<file path="src/rtl/direct_cache_refill_if.sv">
// Cache-refill bus: miss request from the cache, beat reads to backing memory,
// and the assembled line handed back to the cache.
interface direct_cache_refill_if #(
  parameter int ADDR_WIDTH = 16,
  parameter int BLOCK_SIZE = 16,
  parameter int MEM_WIDTH  = 32
);
  logic                    miss_valid;
  logic                    miss_ready;
  logic [ADDR_WIDTH-1:0]   miss_addr;
  logic                    mem_rd_req;
  logic [ADDR_WIDTH-1:0]   mem_rd_addr;
  logic                    mem_rd_ack;
  logic [MEM_WIDTH-1:0]    mem_rd_data;
  logic                    fill_valid;
  logic                    fill_ready;
  logic [ADDR_WIDTH-1:0]   fill_addr;
  logic [BLOCK_SIZE*8-1:0] fill_data;

  // Refill engine's view.
  modport master (
    input  miss_valid, miss_addr, mem_rd_ack, mem_rd_data, fill_ready,
    output miss_ready, mem_rd_req, mem_rd_addr, fill_valid, fill_addr, fill_data
  );

  // Cache / memory side's view.
  modport slave (
    output miss_valid, miss_addr, mem_rd_ack, mem_rd_data, fill_ready,
    input  miss_ready, mem_rd_req, mem_rd_addr, fill_valid, fill_addr, fill_data
  );
endinterface

</file>
<file path="src/rtl/direct_cache_refill.sv">
// Direct-mapped cache line refill engine: fetches one line as BEATS memory
// reads, assembles it, and holds it until the cache takes it.
module direct_cache_refill #(
  parameter int ADDR_WIDTH = 16,
  parameter int BLOCK_SIZE = 16,
  parameter int MEM_WIDTH  = 32
) (
  input  logic                  clk,
  input  logic                  reset,
  direct_cache_refill_if.master bus,
  output logic [31:0]           refill_count
);
  localparam int BEATS  = BLOCK_SIZE * 8 / MEM_WIDTH;
  localparam int BEAT_W = (BEATS > 1) ? $clog2(BEATS) : 1;
  localparam logic [ADDR_WIDTH-1:0] LINE_MASK  = ~ADDR_WIDTH'(BLOCK_SIZE - 1);
  localparam logic [ADDR_WIDTH-1:0] BEAT_BYTES = ADDR_WIDTH'(MEM_WIDTH / 8);
  localparam logic [BEAT_W-1:0]     LAST_BEAT  = BEAT_W'(BEATS - 1);

  typedef enum logic [1:0] {IDLE, FETCH, DELIVER} state_t;

  state_t                  state, state_next;
  logic [BEAT_W-1:0]       beat;
  logic [ADDR_WIDTH-1:0]   line_addr;
  logic [BLOCK_SIZE*8-1:0] line_data;
  logic [31:0]             count_q;
  logic                    accept, beat_ack, fill_done;

  always_ff @(posedge clk or posedge reset) begin
    if (reset) state <= IDLE;
    else       state <= state_next;
  end

  always_comb begin
    state_next     = state;
    accept         = 1'b0;
    beat_ack       = 1'b0;
    fill_done      = 1'b0;
    bus.miss_ready = 1'b0;
    bus.mem_rd_req = 1'b0;
    bus.fill_valid = 1'b0;
    unique case (state)
      IDLE: begin
        bus.miss_ready = 1'b1;
        if (bus.miss_valid) begin
          accept     = 1'b1;
          state_next = FETCH;
        end
      end
      FETCH: begin
        bus.mem_rd_req = 1'b1;
        if (bus.mem_rd_ack) begin
          beat_ack = 1'b1;
          if (beat == LAST_BEAT) state_next = DELIVER;
        end
      end
      DELIVER: begin
        bus.fill_valid = 1'b1;
        if (bus.fill_ready) begin
          fill_done  = 1'b1;
          state_next = IDLE;
        end
      end
      default: state_next = IDLE;
    endcase
  end

  // Address is only driven while fetching so it reads 0 in reset/idle.
  assign bus.mem_rd_addr = (state == FETCH) ? line_addr + ADDR_WIDTH'(beat) * BEAT_BYTES : '0;
  assign bus.fill_addr   = line_addr;
  assign bus.fill_data   = line_data;
  assign refill_count    = count_q;

  always_ff @(posedge clk or posedge reset) begin
    if (reset) begin
      beat      <= '0;
      line_addr <= '0;
      line_data <= '0;
      count_q   <= '0;
    end else begin
      if (accept) begin
        line_addr <= bus.miss_addr & LINE_MASK;
        beat      <= '0;
      end
      if (beat_ack) begin
        for (int unsigned i = 0; i < BEATS; i++) begin
          if (beat == BEAT_W'(i)) line_data[i*MEM_WIDTH +: MEM_WIDTH] <= bus.mem_rd_data;
        end
        beat <= (beat == LAST_BEAT) ? '0 : beat + 1'b1;
      end
      if (fill_done) count_q <= count_q + 32'd1;
    end
  end
endmodule

</file>
<file path="src/flat_wrapper.sv">
// flat-port wrapper written by rule: the top's interface ports become plain ports
module direct_cache_refill_flat 
#(
  parameter int ADDR_WIDTH = 16,
  parameter int BLOCK_SIZE = 16,
  parameter int MEM_WIDTH  = 32
)
  (clk, reset, refill_count, bus_miss_valid, bus_miss_addr, bus_mem_rd_ack, bus_mem_rd_data, bus_fill_ready, bus_miss_ready, bus_mem_rd_req, bus_mem_rd_addr, bus_fill_valid, bus_fill_addr, bus_fill_data);
  direct_cache_refill_if #(.ADDR_WIDTH(ADDR_WIDTH), .BLOCK_SIZE(BLOCK_SIZE), .MEM_WIDTH(MEM_WIDTH)) bus_i ();
  input  logic clk;
  input  logic reset;
  output logic [31:0] refill_count;
  input wire logic [$bits(bus_i.miss_valid)-1:0] bus_miss_valid;
  input wire logic [$bits(bus_i.miss_addr)-1:0] bus_miss_addr;
  input wire logic [$bits(bus_i.mem_rd_ack)-1:0] bus_mem_rd_ack;
  input wire logic [$bits(bus_i.mem_rd_data)-1:0] bus_mem_rd_data;
  input wire logic [$bits(bus_i.fill_ready)-1:0] bus_fill_ready;
  output wire logic [$bits(bus_i.miss_ready)-1:0] bus_miss_ready;
  output wire logic [$bits(bus_i.mem_rd_req)-1:0] bus_mem_rd_req;
  output wire logic [$bits(bus_i.mem_rd_addr)-1:0] bus_mem_rd_addr;
  output wire logic [$bits(bus_i.fill_valid)-1:0] bus_fill_valid;
  output wire logic [$bits(bus_i.fill_addr)-1:0] bus_fill_addr;
  output wire logic [$bits(bus_i.fill_data)-1:0] bus_fill_data;
  assign bus_i.miss_valid = bus_miss_valid;
  assign bus_i.miss_addr = bus_miss_addr;
  assign bus_i.mem_rd_ack = bus_mem_rd_ack;
  assign bus_i.mem_rd_data = bus_mem_rd_data;
  assign bus_i.fill_ready = bus_fill_ready;
  assign bus_miss_ready = bus_i.miss_ready;
  assign bus_mem_rd_req = bus_i.mem_rd_req;
  assign bus_mem_rd_addr = bus_i.mem_rd_addr;
  assign bus_fill_valid = bus_i.fill_valid;
  assign bus_fill_addr = bus_i.fill_addr;
  assign bus_fill_data = bus_i.fill_data;
  direct_cache_refill #(.ADDR_WIDTH(ADDR_WIDTH), .BLOCK_SIZE(BLOCK_SIZE), .MEM_WIDTH(MEM_WIDTH)) u_core (.clk(clk), .reset(reset), .bus(bus_i), .refill_count(refill_count));
endmodule
</file>
<file path="config.mk">
export PLATFORM = sky130hd
export DESIGN_NAME = direct_cache_refill_flat
export DESIGN_NICKNAME = d
export VERILOG_FILES = /design/src/rtl/direct_cache_refill_if.sv /design/src/rtl/direct_cache_refill.sv /design/src/flat_wrapper.sv
export SDC_FILE = /design/constraint.sdc
export NUM_CORES = 1
export LEC_CHECK = 0
export CAP_MARGIN = 20
export CORE_AREA = 2 2 136 138
export DETAILED_ROUTE_END_ITERATION = 16
export DIE_AREA = 0 0 138 140
export GPL_ROUTABILITY_DRIVEN = 0
export PLACE_DENSITY = 0.75
export SLEW_MARGIN = 10
export SYNTH_ARGS = -nofsm -noshare
export SYNTH_HDL_FRONTEND = slang
export SYNTH_SLANG_ARGS = --single-unit
</file>
<file path="constraint.sdc">
create_clock -name clk -period 6.1 [get_ports clk]
set_clock_uncertainty 0.1 [all_clocks]
set_input_delay 1.22 -clock clk [delete_from_list [all_inputs] [get_ports clk]]
set_output_delay 1.22 -clock clk [all_outputs]
set_load 0.02 [all_outputs]
</file>
==> results.txt <==
Post-synth EDFFs: 0
Max-Cap Viols: 0
Hold endpoint: u_core.refill_count[31]
Fin. max-slew vios: 0
Hold Buf Count CTS: 0
Routed length per instance: 17.9 microns
Syn avg cell area: 15.0 sq um
Worst-path fanout max: 10
Initial Util: 39.7%
Vias: 4648
CP arrival: 1.99 ns
Layout Nets: 767
Power Density: 558 nW/um^2
CTS H-Tree Depth: 4
Design area: 10200 sq um
Most frequent cells in the layout: 237 x clkdlybuf4s50_1, 176 x dfrtp_1, 137 x mux2_2
Tot GR Track Use: 17.8%
Int Power: 3.73 mW
Clock buffer depth: 2
Hold Crit Depth: 1
Area grow syn2layout: 45.3%
YS warnings: 0
Leak: 4.40 nW
Worst-Margin Slew: 0.998 ns
Drt total wl: 17100 microns
Io pins: 248
Synthesized area: 7050 sq um
Combinational power share: 46.3%
Postcts setup bufs: 0
Hold Crit Start: u_core.refill_count[31]
Clk_lat worst skew: 0.41 ns
FF-to-FF Start: u_core.state[1]
Final period util: 54.3%
Die ar.: 19300 sq um
Delay-heaviest family, CP: buffers and inverters
Max_slew headroom: 33.3%
Cell Chain, Critical Path: nand2b_1 -> inv_1 -> clkdlybuf4s50_1
Worst path bufs/invs: 2
First-pass GRT wire length: 27400 microns
Vias/cell: 4.89
PortBufs: 237
RSZ-0062 raised after global routing: false
HPWL Detailed: 11900 microns
Num rows: 49
Reg2reg end: u_core.bus.fill_data[29]
Crit path time final: 3.31 ns
Sequential-to-total area share from yosys stat: 62.5%
F_max: 0.302 GHz
Ant. Diodes: 0
#FFs+latches synth: 176
Flop2flop setup slack: 3.58 ns
# resized after CTS: 0
Core Area: 17800 sq um
TritonRoute pass-1 iters: 4
Worst setup path class: reg2out
Status: finished, final reports clean
Data required time of the worst path: 4.78 ns
Netlist cell types: 36
Peak supply drop: 0.000312 V
Vias in the first global route: 4997
R2R cell count: 4
Final hold vios: 0
Dpl cell area: 9620 sq um
Antenna Nets Post-Route: 0
CTS Buf Count: 17
CP Capture Type: output pin
Most common cell after layout, fill and taps aside: clkdlybuf4s50_1
CP max stage delay: 0.63 ns
Worst setup margin: 2.79 ns
Asr flop ratio synth: 100%
Hold Path Class: reg2reg
Startpoint types: flop
Largest net degree at the start of global routing: 75
CTS Sinks: 176
Clk slew on worst S/H paths: 0.07 ns
CTS tree: built
Hold_ws: 0.377 ns
# DRC: 0
Sw Share: 34.7%
Critical path's slowest cell: clkdlybuf4s50_1
Seq pwr share: 33.8%
Synth Instances: 470
Antenna violations before repair: 0
Die span in x: 138 microns
1st-iter DRT viols: 142
Final setup viols: 0
Ys flop type: dfrtp_1
Layout cell share with drive strength beyond 1: 25.5%
Die Y: 140 microns
Place WS: 2.58 ns
Psw: 1.98 mW
Root Driver: clkbuf_16
Clk pwr share: 19.9%
Remaining Overflow, GRT: 0
Setup TNS: 0 ns
final cells by class:
| class | count | area (sq um) |
|---|---|---|
| repair buffers | 239 | 2390 |
| inverters | 5 | 23.8 |
| clock inverters | 12 | 169 |
| fillers | 1405 | 7530 |
| well taps | 229 | 287 |
| flip-flops and latches | 176 | 4400 |
| clock buffers | 20 | 457 |
| multi-input cells | 270 | 2520 |
Yosys cell counts (all sizes together) (4+ instances only):
library cell / number / area (sq um)
xnor2: 23 / 201
nor2: 7 / 26.3
inv: 5 / 18.8
nand4: 13 / 96.3
buf: 21 / 126
and3: 5 / 32.5
ha: 5 / 62.6
nand2: 11 / 43.8
xor2: 8 / 70.1
nand3: 14 / 70.1
dfrtp: 176 / 4400
mux2: 141 / 1590
and4: 4 / 35.0
nor3: 5 / 46.3
and2: 17 / 106
power groups by stage:
stage / combinational [mW] / clock, mW / sequential, mW
2_1_floorplan: 0.779 / 0 / 2.50
3_3_place_gp: 2.62 / 0 / 1.92
3_5_place_dp: 2.68 / 0 / 1.95
4_1_cts: 2.69 / 1.17 / 1.94
5_1_grt: 2.78 / 1.22 / 1.99
6_report: 2.64 / 1.14 / 1.93
registers in the layout (all words and copies together) (netlist names):
name / count
u_core.refill_count: 32
u_core.bus.fill_addr: 12
u_core.state: 2
u_core.beat: 2
u_core.bus.fill_data: 128
logic make-up (layout without fill, tap and decap cells):
logic type      after synthesis  in the layout  share of synthesized area, %
xor+xnor                     31             31                          3.85
compound gates                4              4                         0.426
flops                       176            176                          62.5
simple gates                 83             83                          7.59
fa+ha+maj                     5              5                         0.887
buf+inv                      29            276                          2.22
mux                         141            141                          22.5
other cells                   1              6                        0.0532
worst register-to-register path: stages (launching register included):
cell and delay (ns):
dfrtp_1 0.42, nor2b_4 0.28, and2_1 0.38, nand2_2 0.64
mux2_1 0.57
per-stage QoR:
stage,utilization [%],instances,total power [mW]
5_1_grt,57.6,951,5.99
6_report,57.6,951,5.71
2_1_floorplan,-,475,3.28
3_5_place_dp,54.1,919,4.63
4_1_cts,57.6,951,5.79
3_3_place_gp,54.1,919,4.54
per-layer routing:
metal	part of all wire, %	vias to the layer above	track usage (%)	wire, microns
met5	0	-	0	0
met4	1.1	0	4.67	187
met3	5.5	15	4.92	930
met2	52	158	30.9	8800
met1	42	2364	22.1	7140
li1	-	2111	-	-
worst max-delay path by stage:
stage | start | to | cells past startpoint
final | u_core.state[0] | bus_fill_valid | 3
after global routing | u_core.state[0] | bus_fill_valid | 3
after CTS | u_core.state[0] | bus_fill_valid | 3
after detailed placement | bus_mem_rd_ack | u_core.bus.fill_data[29] | 4
after global placement | bus_mem_rd_ack | u_core.bus.fill_data[88] | 4
after floorplan | reset | u_core.beat[0] | 1
Power figures use the tool's default switching activity.
